## config.mk

```make
export PLATFORM = sky130hd
export DESIGN_NAME = noc_output_alloc
export DESIGN_NICKNAME = d
export VERILOG_FILES = /design/src/rtl/noc_output_alloc.sv
export SDC_FILE = /design/constraint.sdc
export NUM_CORES = 1
export LEC_CHECK = 0
export CORE_MARGIN = 2
export CORE_UTILIZATION = 35
export DETAILED_ROUTE_END_ITERATION = 16
export GPL_TIMING_DRIVEN = 0
export PLACE_DENSITY_LB_ADDON = 0.05
export SETUP_SLACK_MARGIN = 0.02
export SLEW_MARGIN = 20
export SYNTH_ARGS = -nofsm -noshare
export SYNTH_HDL_FRONTEND = slang
export SYNTH_SLANG_ARGS = --single-unit
```

## constraint.sdc

```tcl
create_clock -name clk -period 6.95 [get_ports clk]
set_clock_uncertainty 0.1 [all_clocks]
set_input_delay 2.085 -clock clk [delete_from_list [all_inputs] [get_ports clk]]
set_output_delay 2.085 -clock clk [all_outputs]
set_load 0.01 [all_outputs]
```

## src/rtl/noc_output_alloc.sv

```systemverilog
// Per-output wormhole allocator: round-robin grant among input heads carrying a header flit,
// then the output is locked to that input until its packet ends, with a registered TX/RTS stage.
module noc_output_alloc #(
    parameter int         NUM_IN      = 5,
    parameter int         IDX_W       = 3,
    parameter int         DATA_WIDTH  = 32,
    parameter logic [2:0] TYPE_HEADER = 3'b001,
    parameter logic [2:0] TYPE_TAIL   = 3'b100
) (
    input  logic                         clk,
    input  logic                         rst,
    input  logic [NUM_IN-1:0]            req,
    input  logic [NUM_IN*DATA_WIDTH-1:0] flit_in,
    input  logic                         dcts,
    output logic [NUM_IN-1:0]            rd_en,
    output logic [DATA_WIDTH-1:0]        tx,
    output logic                         rts,
    output logic                         busy,
    output logic [IDX_W-1:0]             owner,
    output logic                         pkt_err
);

    typedef enum logic {IDLE, SEND} state_t;

    state_t                  state_q, state_d;
    logic [IDX_W-1:0]        owner_q, owner_d;
    logic [IDX_W-1:0]        rrPtr_q, rrPtr_d;
    logic [11:0]             rem_q, rem_d;
    logic [DATA_WIDTH-1:0]   tx_q, tx_d;
    logic                    rts_q, rts_d;
    logic                    pktErr_q, pktErr_d;
    logic                    first_q, first_d;

    logic [2:0]              headType [NUM_IN];
    logic [11:0]             headLen  [NUM_IN];
    logic                    found;
    logic [IDX_W-1:0]        winner;
    logic [11:0]             winnerLen;
    int                      scanIdx;
    logic [DATA_WIDTH-1:0]   ownerFlit;
    logic                    ownerReq;
    logic                    pop;
    logic                    endPkt;

    for (genvar g = 0; g < NUM_IN; g++) begin : g_fields
        assign headType[g] = flit_in[g*DATA_WIDTH + DATA_WIDTH-1 -: 3];
        assign headLen[g]  = flit_in[g*DATA_WIDTH + DATA_WIDTH-4 -: 12];
    end

    // Round-robin scan starting just after the last owner; only header flits may win.
    always_comb begin
        found     = 1'b0;
        winner    = '0;
        winnerLen = '0;
        scanIdx   = 0;
        for (int k = 1; k <= NUM_IN; k++) begin
            scanIdx = int'(rrPtr_q) + k;
            if (scanIdx >= NUM_IN) scanIdx = scanIdx - NUM_IN;
            for (int i = 0; i < NUM_IN; i++) begin
                if (!found && i == scanIdx && req[i] && headType[i] == TYPE_HEADER) begin
                    found     = 1'b1;
                    winner    = IDX_W'(i);
                    winnerLen = headLen[i];
                end
            end
        end
    end

    always_comb begin
        ownerFlit = '0;
        ownerReq  = 1'b0;
        for (int i = 0; i < NUM_IN; i++) begin
            if (owner_q == IDX_W'(i)) begin
                ownerFlit = flit_in[i*DATA_WIDTH +: DATA_WIDTH];
                ownerReq  = req[i];
            end
        end
    end

    // first_q marks that the next pop is the header, so a 0/1-length packet ends cleanly on it.
    always_comb begin
        state_d  = state_q;
        owner_d  = owner_q;
        rrPtr_d  = rrPtr_q;
        rem_d    = rem_q;
        tx_d     = tx_q;
        rts_d    = 1'b0;
        pktErr_d = 1'b0;
        first_d  = first_q;
        rd_en    = '0;
        pop      = 1'b0;
        endPkt   = 1'b0;
        case (state_q)
            IDLE: begin
                if (found) begin
                    owner_d = winner;
                    rem_d   = (winnerLen == 12'd0) ? 12'd0 : winnerLen - 12'd1;
                    first_d = 1'b1;
                    state_d = SEND;
                end
            end
            SEND: begin
                pop = ownerReq && dcts;
                for (int i = 0; i < NUM_IN; i++) begin
                    rd_en[i] = pop && (owner_q == IDX_W'(i));
                end
                if (pop) begin
                    tx_d    = ownerFlit;
                    rts_d   = 1'b1;
                    first_d = 1'b0;
                    if (rem_q == 12'd0) begin
                        endPkt   = 1'b1;
                        pktErr_d = !(ownerFlit[DATA_WIDTH-1 -: 3] == TYPE_TAIL || first_q);
                    end else if (ownerFlit[DATA_WIDTH-1 -: 3] == TYPE_TAIL) begin
                        endPkt   = 1'b1;
                        pktErr_d = 1'b1;
                    end else begin
                        rem_d = rem_q - 12'd1;
                    end
                end
                if (endPkt) begin
                    state_d = IDLE;
                    rrPtr_d = owner_q;
                end
            end
            default: state_d = IDLE;
        endcase
    end

    always_ff @(posedge clk) begin
        if (!rst) begin
            state_q  <= IDLE;
            owner_q  <= '0;
            rrPtr_q  <= IDX_W'(NUM_IN - 1);
            rem_q    <= '0;
            tx_q     <= '0;
            rts_q    <= 1'b0;
            pktErr_q <= 1'b0;
            first_q  <= 1'b0;
        end else begin
            state_q  <= state_d;
            owner_q  <= owner_d;
            rrPtr_q  <= rrPtr_d;
            rem_q    <= rem_d;
            tx_q     <= tx_d;
            rts_q    <= rts_d;
            pktErr_q <= pktErr_d;
            first_q  <= first_d;
        end
    end

    assign tx      = tx_q;
    assign rts     = rts_q;
    assign busy    = (state_q == SEND);
    assign owner   = owner_q;
    assign pkt_err = pktErr_q;

endmodule

```

==> flow_summary.ini <==
[outcome]
status = finished, final reports clean

[power]
p_int_uw = 917
sw_frac_of_total_pct = 46.1
sequentialPowerShare_pct = 22.5
combPwrFrac_pct = 61.8
cellLeakagePower_nw = 4.41
p_switching_uw = 786
ir_worst_vdd_mv = 0.0960
p_clk_share_pct = 15.7
power.density_nw_per_um2 = 146

[place]
portBuffers = 207
dpl.hpwl_um = 40000
place_congestion = 1.04

[cts]
ctsHoldBuffers = 0
clk_path_buf_depth = 2
cts_tree = yes
cts_sinks = 54
clockRootBuffer = clkbuf_16
clk_latency_ps = 310
path_clk_slew_ps = 80
htree_levels = 2
cts_buffers = 5

[logic_synthesis]
yosys_warnings = 0
synth.distinct_cells = 98
synth_top_area_share_pct = 12.5
yosysSeqAreaShare_pct = 12.5
syn_inst = 1189
ys_ff_latch = 54
syn_nets = 1373
synthTopCellsByArea = dfxtp_1 12%, mux4_2 8.6%, nand2_1 6.0%
syn_area_um2 = 8670
synth_ff_type = dfxtp_1
async_flop_share_pct = 0
yosys.area.top_type = dfxtp_1
synth_area_per_cell_um2 = 7.29
synth-edff-count = 0

[global_route]
grt_usage_pct = 38.0
antenna_found_initial = 0
first_global_vias = 11700
grt-ovfl-total = 0
grt_first_pass_wirelength_um = 75000
grt_max_degree = 20

[drt]
wl_per_cell_um = 29.5
drtIter0Drc = 1804
vias = 12100
routed_via_density = 6.98
wirelength_um = 51300
drc = 0
firstDrtPassIters = 8
ant_nets = 0

[worst_setup_path]
critPathLaunchType = primary input
worstPathCellList = clkdlybuf4s50_1 > nor4bb_4 > o21ai_0 > a31o_2 > and2_1 > clkbuf_1 > nand2_2 > a311oi_1 > nor4_1 > a211oi_2 > nor4_2 > nor3b_2 > nand3_1 > buf_4 > o221ai_1 > a31oi_1
cp-end-kind = flip-flop
cp_slowest_stage_delay_ps = 600
worst_path_max_delay_cell = nor4_2
crit_type = primary input to flip-flop
worstPathRequired_ps = 7090
critPathMaxFanout = 10
arrival_ps = 6970

[sta]
slew_headroom_pct = 15.1
final_hold_viol_count = 0
timing.final.crit_share_pct = 98.3
fin_tns_setup_ps = 0
slew_viol_final = 0
worst_pin_slew_ps = 1260
min_period_ps = 6830
whs_ps = 402
setup_viol = 0
rsz0062_at_grt = false
fmax_mhz = 146

[layout]
drive_gt1_share_pct = 10.8
area_delta_synth_final_pct = 34.7
nets = 1599
nFillCells = 2511
layout_commonest_cell = clkdlybuf4s50_1
final_cell_mix = 207 x clkdlybuf4s50_1, 137 x nand2_1, 85 x nor2_1
diodes = 0

[job]
maxCapViolations = 0

[die]
coreArea_um2 = 24300
dieHeight_um = 161
die-area_um2 = 26000
pin_count = 211
start_util_pct = 35.6
row_count = 57
dieWidth_um = 161

[worst_hold_path]
hold_path_class = flip-flop to flip-flop
## sequential cells by signal, summed over array words and instances (netlist names)
register,count
busy,1
rts,1
pkt_err,1
owner,3
rrPtr_q,3
rem_q,12
tx,32
first_q,1
## area by class of cell
class,instances,area [um2],share of cell area [%]
Multi-Input combinational cell,1019,7340,62.9
Sequential cell,54,1080,9.26
Inverter,21,78.8,0.675
Timing Repair Buffer,222,2200,18.8
Buffer,92,419,3.59
Tap cell,324,405,3.47
Clock inverter,3,23.8,0.204
Clock buffer,5,125,1.07
## cells in the mapped netlist, types with 10 or more instances
| library cell | n |
|---|---|
| mux2i_1 | 10 |
| and2_1 | 16 |
| dfxtp_1 | 54 |
| nor3_1 | 51 |
| o221ai_1 | 14 |
| o22ai_1 | 32 |
| o211a_1 | 34 |
| inv_1 | 20 |
| a221oi_1 | 14 |
| a222oi_1 | 16 |
| nor2b_1 | 12 |
| clkbuf_1 | 70 |
| a21oi_1 | 60 |
| mux4_2 | 33 |
| nand2b_1 | 12 |
| nor2_1 | 88 |
| nor4_1 | 12 |
| o21ai_1 | 11 |
| nand2_1 | 139 |
| o211ai_1 | 27 |
| nand3_1 | 42 |
| o21ai_0 | 80 |
| a211oi_1 | 10 |
| a22oi_1 | 43 |
| a31oi_1 | 30 |
| and3_1 | 13 |
| ha_1 | 15 |
## timing repair
item                       4_1_cts  5_1_grt
cloned                           0        0
gates resized for setup         28       24
pin swaps                        2        7
buffers inserted                 3       10
setup endpoints to repair       13       11
## final timing paths
check	startpoint	end	slack (ps)	depth (start not counted)
setup / recovery	flit_in[61]	rem_q[9]	120	16
hold / removal	tx[14]	tx[14]	400	1
setup reg to reg	rrPtr_q[1]	rem_q[9]	450	17
hold reg to reg	tx[14]	tx[14]	400	1
## power groups by stage
stage               combinational [mW]  sequential [mW]  clock (mW)
global placement                 0.990            0.388           0
finish                            1.05            0.383       0.267
global route                      1.11            0.389       0.284
detailed placement               0.992            0.390           0
CTS                               1.01            0.383       0.271
floorplan                        0.577            0.392           0
## critical path, delay by kind of cell
| family | cells | cell delay (ps) |
|---|---|---|
| AO/OA/AOI/OAI | 6 | 1350 |
| AND/OR/NAND/NOR | 7 | 2540 |
| buffers and inverters | 3 | 970 |
## through the flow
step / util [%] / cells / setup slack [ps] / power (mW) / instance area, um2
after floorplan: - / 1189 / 1080 / 0.968 / 8670
after global placement: 45.8 / 1720 / -1680 / 1.38 / 11100
after detailed placement: 46.0 / 1722 / -1470 / 1.38 / 11200
after CTS: 47.2 / 1731 / 56.7 / 1.66 / 11500
after global routing: 48.0 / 1740 / 36.4 / 1.79 / 11700
final: 48.0 / 1740 / 120 / 1.70 / 11700
## logic make-up (layout without fill, tap and decap cells)
kind of cell | Yosys count | count (layout) | share of synthesized area [%]
fa+ha+maj | 16 | 16 | 2.40
xor+xnor | 11 | 11 | 1.11
compound gates | 490 | 490 | 41.1
buf+inv | 116 | 343 | 5.72
flops | 54 | 54 | 12.5
mux | 46 | 46 | 10.2
simple gates | 456 | 456 | 27.0
## metal layers
metal / up-vias / part of all wire [%] / GRT usage (%) / routed length, um
met4: 0 / 6.3 / 19.3 / 3260
met2: 939 / 43 / 60.2 / 22300
met3: 227 / 11 / 7.94 / 5610
met1: 5746 / 39 / 48.9 / 20200
li1: 5230 / - / - / -
met5: - / 0 / 0 / 0
Power figures use the tool's default switching activity.
